$ cat src/rtl/iterative_alu.sv
// Execute-stage ALU with a 1-bit-per-cycle serial shifter and valid/ready handshakes.
// Non-shift ops finish in one cycle; shifts take one extra cycle per bit of shift amount.
module iterative_alu #(
    parameter int unsigned XLEN = 32
) (
    input  logic            clk,
    input  logic            reset,
    input  logic            in_valid,
    output logic            in_ready,
    input  logic [3:0]      ALUControl,
    input  logic [XLEN-1:0] SrcA,
    input  logic [XLEN-1:0] SrcB,
    output logic            out_valid,
    input  logic            out_ready,
    output logic [XLEN-1:0] ALUResult,
    output logic            Zero,
    output logic            busy
);

    typedef enum logic [1:0] {StIdle, StShift, StDone} state_e;

    localparam logic [3:0] OpAdd  = 4'd0;
    localparam logic [3:0] OpSub  = 4'd1;
    localparam logic [3:0] OpAnd  = 4'd2;
    localparam logic [3:0] OpOr   = 4'd3;
    localparam logic [3:0] OpSlt  = 4'd4;
    localparam logic [3:0] OpSll  = 4'd5;
    localparam logic [3:0] OpSltu = 4'd6;
    localparam logic [3:0] OpXor  = 4'd7;
    localparam logic [3:0] OpSrl  = 4'd8;
    localparam logic [3:0] OpSra  = 4'd9;

    state_e            r_state;
    logic [3:0]        r_op;
    logic [4:0]        r_cnt;
    logic [XLEN-1:0]   r_result;

    logic [XLEN-1:0]   w_alu_result;
    logic              w_is_shift;
    logic              w_accept;

    assign w_is_shift = (ALUControl == OpSll) || (ALUControl == OpSrl) ||
                        (ALUControl == OpSra);
    assign w_accept   = in_valid && (r_state == StIdle);

    // Single-cycle datapath; undefined codes fall through to ADD like the decoder.
    always_comb begin
        w_alu_result = SrcA + SrcB;
        case (ALUControl)
            OpSub:   w_alu_result = SrcA - SrcB;
            OpAnd:   w_alu_result = SrcA & SrcB;
            OpOr:    w_alu_result = SrcA | SrcB;
            OpXor:   w_alu_result = SrcA ^ SrcB;
            OpSlt:   w_alu_result = {{(XLEN-1){1'b0}}, ($signed(SrcA) < $signed(SrcB))};
            OpSltu:  w_alu_result = {{(XLEN-1){1'b0}}, (SrcA < SrcB)};
            default: w_alu_result = SrcA + SrcB;
        endcase
    end

    always_ff @(posedge clk) begin
        if (reset) begin
            r_state  <= StIdle;
            r_op     <= OpAdd;
            r_cnt    <= 5'd0;
            r_result <= '0;
        end else begin
            case (r_state)
                StIdle: begin
                    if (w_accept) begin
                        r_op  <= ALUControl;
                        r_cnt <= SrcB[4:0];
                        if (w_is_shift) begin
                            r_result <= SrcA;
                            r_state  <= (SrcB[4:0] == 5'd0) ? StDone : StShift;
                        end else begin
                            r_result <= w_alu_result;
                            r_state  <= StDone;
                        end
                    end
                end
                StShift: begin
                    case (r_op)
                        OpSll:   r_result <= {r_result[XLEN-2:0], 1'b0};
                        OpSrl:   r_result <= {1'b0, r_result[XLEN-1:1]};
                        default: r_result <= {r_result[XLEN-1], r_result[XLEN-1:1]};
                    endcase
                    r_cnt <= r_cnt - 5'd1;
                    if (r_cnt == 5'd1) begin
                        r_state <= StDone;
                    end
                end
                StDone: begin
                    if (out_ready) begin
                        r_state <= StIdle;
                    end
                end
                default: r_state <= StIdle;
            endcase
        end
    end

    assign in_ready  = (r_state == StIdle);
    assign out_valid = (r_state == StDone);
    assign busy      = (r_state != StIdle);
    assign ALUResult = r_result;
    assign Zero      = (r_result == '0);

endmodule

$ cat config.mk
export PLATFORM = sky130hd
export DESIGN_NAME = iterative_alu
export DESIGN_NICKNAME = d
export VERILOG_FILES = /design/src/rtl/iterative_alu.sv
export SDC_FILE = /design/constraint.sdc
export NUM_CORES = 1
export LEC_CHECK = 0
export CORE_MARGIN = 2
export CORE_UTILIZATION = 40
export DETAILED_ROUTE_END_ITERATION = 8
export GPL_TIMING_DRIVEN = 0
export SLEW_MARGIN = 15
export SYNTH_ARGS = -nofsm -noshare
export SYNTH_HDL_FRONTEND = slang
export SYNTH_SLANG_ARGS = --single-unit
$ cat constraint.sdc
create_clock -name clk -period 4.5 [get_ports clk]
set_input_delay 0.9 -clock clk [delete_from_list [all_inputs] [get_ports clk]]
set_output_delay 0.9 -clock clk [all_outputs]
set_load 0.02 [all_outputs]
# After elaboration in Yosys (flattened, before gate mapping)

Cells that the tools add are included.

Register bits: 43
Input bits: 72
Output and inout bits: 36

Add/sub/neg operators: 3
Magnitude comparators: 2
Eq/ne operators: 18
Mux-type cells: 13
Bitwise gates (word level): 3
Reduce and logical (&&, ||, !) cells: 12

Operators with widths:

| cell                                              | number |
|---|---|
| one-hot mux 32 bit (6 select lines)               | 1 |
| one-hot mux 32 bit (2 select lines)               | 2 |
| < comparator 32 bit                               | 2 |
| two-way mux 32 bit                                | 2 |
| adder 32 bit                                      | 1 |
| AND 32 bit                                        | 1 |
| logical NOT 32 bit                                | 1 |
| OR 32 bit                                         | 1 |
| subtractor 32 bit                                 | 1 |
| bitwise XOR 32 bit                                | 1 |
| == test 4 x 3 -> 1 bit (second input constant)    | 5 |
| == test 4 bit (second input constant)             | 3 |
| two-way mux 2 bit                                 | 5 |
| one-hot mux 5 bit (2 select lines)                | 1 |
| == test 4 x 2 -> 1 bit (second input constant)    | 2 |
| one-hot mux 2 bit (3 select lines)                | 1 |
| AND reduction 3 bit                               | 2 |
| == test 5 x 1 -> 1 bit (second input constant)    | 1 |
| logical NOT 5 bit                                 | 1 |
| two-way mux 5 bit                                 | 1 |
| subtractor 5 x 1 -> 5 bit (second input constant) | 1 |
| == test 4 x 1 -> 1 bit (second input constant)    | 1 |
| != test 2 x 1 -> 1 bit (second input constant)    | 2 |
| AND reduction 2 bit                               | 2 |
| other kinds (8)                                   | 10 |

# Longest topological paths before layout

Gate-level depths: netlist of run 1.

Depth in word-level cells: 6
Mapped depth: 13
Depth with buffers taken out: 13

# Least setup slack after synthesis of run 1

OpenSTA, ideal clock, no wires.

Path kind: input to register
Start: input SrcA[11]
End: register r_result[30] (netlist: ALUResult[30])
Library setup time: 0.115 ns
Data arrival time: 3.610 ns
Setup slack: 0.775 ns
Stages on the path: 13
Path through: inv_1 -> ha_1 -> buf_6 -> or3_1 -> or4_1 -> nor4_1 -> o21ai_1 -> a2111oi_2 -> o22ai_1 -> o21ai_1 -> xnor2_1 -> nand2_1 -> a2111oi_0

Cells in the longest elaborated chain, start to end: 5
Elaborated cells between the ends (all ways): 6

Ends and longest elaborated chain:

| item                                              | line   | RTL |
|---|---|---|
| start: declaration                                | 11     | `input logic [XLEN-1:0] SrcA,` |
| adder 32 bit or subtractor 32 bit (tied branches) | 56, 50 |  |
| one-hot mux 32 bit (6 select lines) *             | 49     | `case (ALUControl)` |
| two-way mux 32 bit *                              | 72     | `if (w_is_shift) begin` |
| two-way mux 32 bit *                              | 69     | `if (w_accept) begin` |
| one-hot mux 32 bit (2 select lines) *             | 67     | `case (r_state)` |
| end signal: assignment                            | 73     | `r_result <= SrcA;` |
| end signal: assignment                            | 76     | `r_result <= w_alu_result;` |
| end signal: assignment                            | 83     | `OpSll: r_result <= {r_result[XLEN-2:0], 1'b0};` |
| end: declaration                                  | 36     | `logic [XLEN-1:0] r_result;` |

Mark *: on every way between the ends. The rest lies on a longest branch, timed or not. The select of a mux whose other input is x is not followed.
A chain may end at the register's enable or synchronous reset.

# Final worst setup path of run 1

Start: input ALUControl[3]
End: register r_result[23] (netlist: ALUResult[23])

Cells in the longest elaborated chain, start to end: 6
Elaborated cells between the ends (all ways): 15

Ends and longest elaborated chain:

| item                                                                                        | line | RTL |
|---|---|---|
| start: declaration                                                                          | 10   | `input logic [3:0] ALUControl,` |
| parallel branches: the longest is 3 deep, another holds one-hot mux 32 bit (6 select lines) | -    |  |
| two-way mux 32 bit *                                                                        | 72   |  |
| two-way mux 32 bit *                                                                        | 69   |  |
| one-hot mux 32 bit (2 select lines) *                                                       | 67   |  |

Mark *: on every way between the ends. The select of a mux whose other input is x is not followed.

==> run_results.csv, run 1 <==
group,metric,value,unit
power_and_ir_drop,p_leak,3.85,nW
clock_tree,tritoncts.num_buffers,5,
sta,finalHoldViolations,0,
sta,finalSetupViolCount,0,
critical_path,worst_setup_path_start_kind,"input port",
synth,synthesis.instances,1104,
floorplan,num_io_pins,108,
final_layout,design.final.nets,1393,
critical_path,worst_reg_to_reg_path_cell_count,9,
power_and_ir_drop,power.density,228,mW/mm²
global_route,globalRouteOverflowTotal,0,
critical_path,cp.depth,8,
hold_path,hold_path.class,"flip-flop to flip-flop",
final_layout,layout.filler_cells,1882,
synth,synth_edf_count,0,
final_layout,final_core_util,50.5,%
critical_path,worstSetupStartpoint,"ALUControl[3]",
global_route,grt_pass1_wl,49.6,mm
detailed_routing,drc,1,
sta,setup_repair_after_global_routing_missed_its_margin,"no",
sta,fin_tns_setup,0,ns
floorplan,initial_utilization,41.1,%
critical_path,crit_path_frequent_cell,"sky130_fd_sc_hd__clkbuf_1",
sta,drv_slew,0,
clock_tree,htree_levels,2,
sta,worstMarginPinSlew,1.36,ns
placement,gp_congestion,0.953,
sta,final.min_clock_period,4.41,ns
outcome,outcome,"finished, violations left",
synth,synth.lib_cells_used.distinct,70,
critical_path,endpoint_of_the_worst_slack_reg_to_reg_timing_path,"ALUResult[22]$_SDFFE_PP0P_",
global_route,grt_pass1_vias,8542,
outcome,violations,"DRC",
synth,ys_seq_elements,43,
floorplan,coreArea,0.0181,mm²
sta,layout_skew,0.0133,ns
synth,synth_async_sr_flop_share,0,%
sta,timing.hold.ws,0.479,ns
critical_path,critical_path_arrival,4.60,ns
clock_tree,worst_setup_hold_path_clk_slew,0.08,ns
global_route,grt_util_all_layers,32.3,%
critical_path,crit_required,4.69,ns
sta,fmax,227,MHz
placement,place_ws,-0.575,ns
synth,post_synth_instance_area,0.00744,mm²
global_route,grt_antenna_before_repair,1,
critical_path,timing.critical_path.to,"ALUResult[23]$_SDFFE_PP0P_",
clock_tree,cts.sinks,43,
clock_tree,clock_insertion_delay_at_the_later_pin_of_the_skew_report,0.30,ns
floorplan,dieHeight,140,µm
critical_path,crit_buf_inv,3,
critical_path,rrSetupSlack,1.78,ns
detailed_routing,dr.first_iter.drc_count,1207,
synth,syn_avg_cell_area,6.74,µm²
critical_path,critPathKind,"input port to flip-flop",
sta,post-route-worst-setup-slack,0.0887,ns
placement,dp_cells,1438,
floorplan,die_w,140,µm
power_and_ir_drop,irDropWorstVdd,0.155,mV
synth,synth_fp_nets,1276,
synth,ys.flop_type,"sky130_fd_sc_hd__dfxtp_1",
synth,synth-warning-count,0,
sta,final_min_period_over_clock_period,98.0,%
placement,numPortBuffers,104,
placement,hpwlAfterDp,25.2,mm
synth,ys_seq_area_share,11.6,%
flow_run,max-cap-violations,0,
detailed_routing,wl_final,33.3,mm
clock_tree,cts_tree,"built",
clock_tree,cts_root_buffer,"sky130_fd_sc_hd__clkbuf_16",
final_layout,layout-area-overhead-vs-synth,22.7,%
final_layout,instances_no_fill,1451,
critical_path,critPathCaptureType,"flip-flop",
critical_path,max_stage_delay,0.78,ns
final_layout,antenna_cells,0,
detailed_routing,via_count,9414,
detailed_routing,routed_via_density,6.49,
detailed_routing,wl_per_cell,23.0,µm
global_route,grt_start_max_net_pins,16,
floorplan,die_area,0.0197,mm²
final_layout,post_route_cells_drive_above_1_share,4.09,%
clock_tree,clockBufferDepth,2,
sta,worst_slew_margin_rel,8.71,%
floorplan,floorplan.rows,49,
critical_path,r2r_start,"r_op[2]$_SDFFE_PP0P_",
detailed_routing,drtPass1Iterations,8,
detailed_routing,detail-route-antenna-nets,0,
critical_path,cp_max_fo,10,
critical_path,critical-path-slowest-cell,"sky130_fd_sc_hd__clkbuf_1",
critical_path,path_cells,"clkdlybuf4s50_1, nor2b_1, nand3b_1, clkbuf_1, clkbuf_1, o221ai_1, a2111oi_0, nor2_1",
critical_path,cp_top_family,"buffers and inverters",
[state kept, by name, indices dropped and copies added (netlist names)]
name and cells:
ALUResult 32, r_cnt 5, r_op 4, r_state 2
[logic make-up (layout without fill, tap and decap cells)]
kind of cell / Yosys count / count (layout) / synth area share (%)
muxes: 19 / 19 / 2.56
buffers and inverters: 175 / 293 / 8.95
and+or+nand+nor: 344 / 344 / 21.6
DFF: 43 / 43 / 11.6
xor gates and xnor gates: 17 / 17 / 2.00
AOI/OAI and AO/OA: 406 / 406 / 36.3
adders and majority gates: 100 / 100 / 17.0
[per-stage QoR]
step	cell area, µm²	total power, mW
floorplan	7440	1.15
global placement	8760	1.56
detailed placement	8780	1.56
CTS	9000	2.01
global route	9130	2.17
finish	9130	2.08
[cell usage after synthesis (18+ instances only)]
library cell,count,area [µm²]
sky130_fd_sc_hd__a21oi_1,106,531
sky130_fd_sc_hd__ha_1,98,1230
sky130_fd_sc_hd__a211oi_1,20,150
sky130_fd_sc_hd__mux2i_1,19,190
sky130_fd_sc_hd__inv_1,103,387
sky130_fd_sc_hd__nand3_1,23,115
sky130_fd_sc_hd__nor2_1,101,379
sky130_fd_sc_hd__nor3_1,27,135
sky130_fd_sc_hd__nand2_1,108,405
sky130_fd_sc_hd__o21ai_0,83,415
sky130_fd_sc_hd__o221ai_1,18,158
sky130_fd_sc_hd__clkbuf_1,65,244
sky130_fd_sc_hd__dfxtp_1,43,861
[final cells by class]
class / instances / area [µm²] / share of cell area (%)
clock inverter: 3 / 47.5 / 0.521
buffer: 72 / 279 / 3.06
multi-input combinational: 886 / 6040 / 66.2
clock buffer: 5 / 125 / 1.37
timing repair buffer: 110 / 1100 / 12.0
inverter: 103 / 387 / 4.24
sequential: 43 / 861 / 9.43
tap: 229 / 287 / 3.14
[power by group]
part / total (mW) / internal, mW / switching, mW
sequential: 0.500 / 0.424 / 0.0754
clock: 0.446 / 0.266 / 0.181
combinational: 1.13 / 0.443 / 0.688
[layout by cell type (no fill, tap or decap), types with 14 or more instances in the layout]
cell type	n
sky130_fd_sc_hd__a211oi_1	18
sky130_fd_sc_hd__a21oi_1	105
sky130_fd_sc_hd__a221oi_1	16
sky130_fd_sc_hd__a31oi_1	15
sky130_fd_sc_hd__clkbuf_1	65
sky130_fd_sc_hd__clkdlybuf4s50_1	100
sky130_fd_sc_hd__dfxtp_1	43
sky130_fd_sc_hd__ha_1	98
sky130_fd_sc_hd__inv_1	103
sky130_fd_sc_hd__mux2i_1	19
sky130_fd_sc_hd__nand2_1	108
sky130_fd_sc_hd__nand3_1	23
sky130_fd_sc_hd__nor2_1	101
sky130_fd_sc_hd__nor3_1	25
sky130_fd_sc_hd__nor4_1	14
sky130_fd_sc_hd__o211ai_1	16
sky130_fd_sc_hd__o21ai_0	80
sky130_fd_sc_hd__o21bai_1	16
sky130_fd_sc_hd__o221ai_1	18
[worst min-delay path, delay by kind of cell (launching register included)]
family	cells	cell delay, ns
AND/OR/NAND/NOR	1	0.06
AO/OA/AOI/OAI	1	0.05
flip-flops	1	0.33
[timing repair]
item | in CTS | in global routing
cloned | 0 | 0
hold buffers | 0 | 0
resized for setup | 9 | 20
buffers inserted | 0 | 5
setup endpoints to repair | 7 | 11
pin swaps | 1 | 5
[worst min-delay path by stage]
stage | from | endpoint | slack (ns) | cells past startpoint
after CTS | r_cnt[1]$_SDFFE_PP0P_ | r_cnt[1]$_SDFFE_PP0P_ | 0.48 | 2
after floorplan | r_cnt[1]$_SDFFE_PP0P_ | r_cnt[1]$_SDFFE_PP0P_ | 0.45 | 2
after global routing | r_op[2]$_SDFFE_PP0P_ | r_op[2]$_SDFFE_PP0P_ | 0.49 | 2
final | r_cnt[1]$_SDFFE_PP0P_ | r_cnt[1]$_SDFFE_PP0P_ | 0.48 | 2
after detailed placement | r_cnt[1]$_SDFFE_PP0P_ | r_cnt[1]$_SDFFE_PP0P_ | 0.47 | 2
after global placement | r_cnt[1]$_SDFFE_PP0P_ | r_cnt[1]$_SDFFE_PP0P_ | 0.46 | 2
[layer usage]
metal	global-route usage, %	share of wire, %
met1	44.9	40
met2	49.5	42
met3	6.60	13
met4	11.6	3.9
met5	0	0
(Power assumes the default switching activity.)
==> run 2: changes to the inputs <==
- CAP_MARGIN: default -> 0
==> results of run 2 <==
Same layout as run 1: the final DEF is identical, and so are final timing and power.
==> run 3: changes to the inputs <==
- CTS_CLUSTER_DIAMETER: default -> 100
- CTS_CLUSTER_SIZE: default -> 30
==> results of run 3 <==
Same layout as run 1: the final DEF is identical, and so are final timing and power.
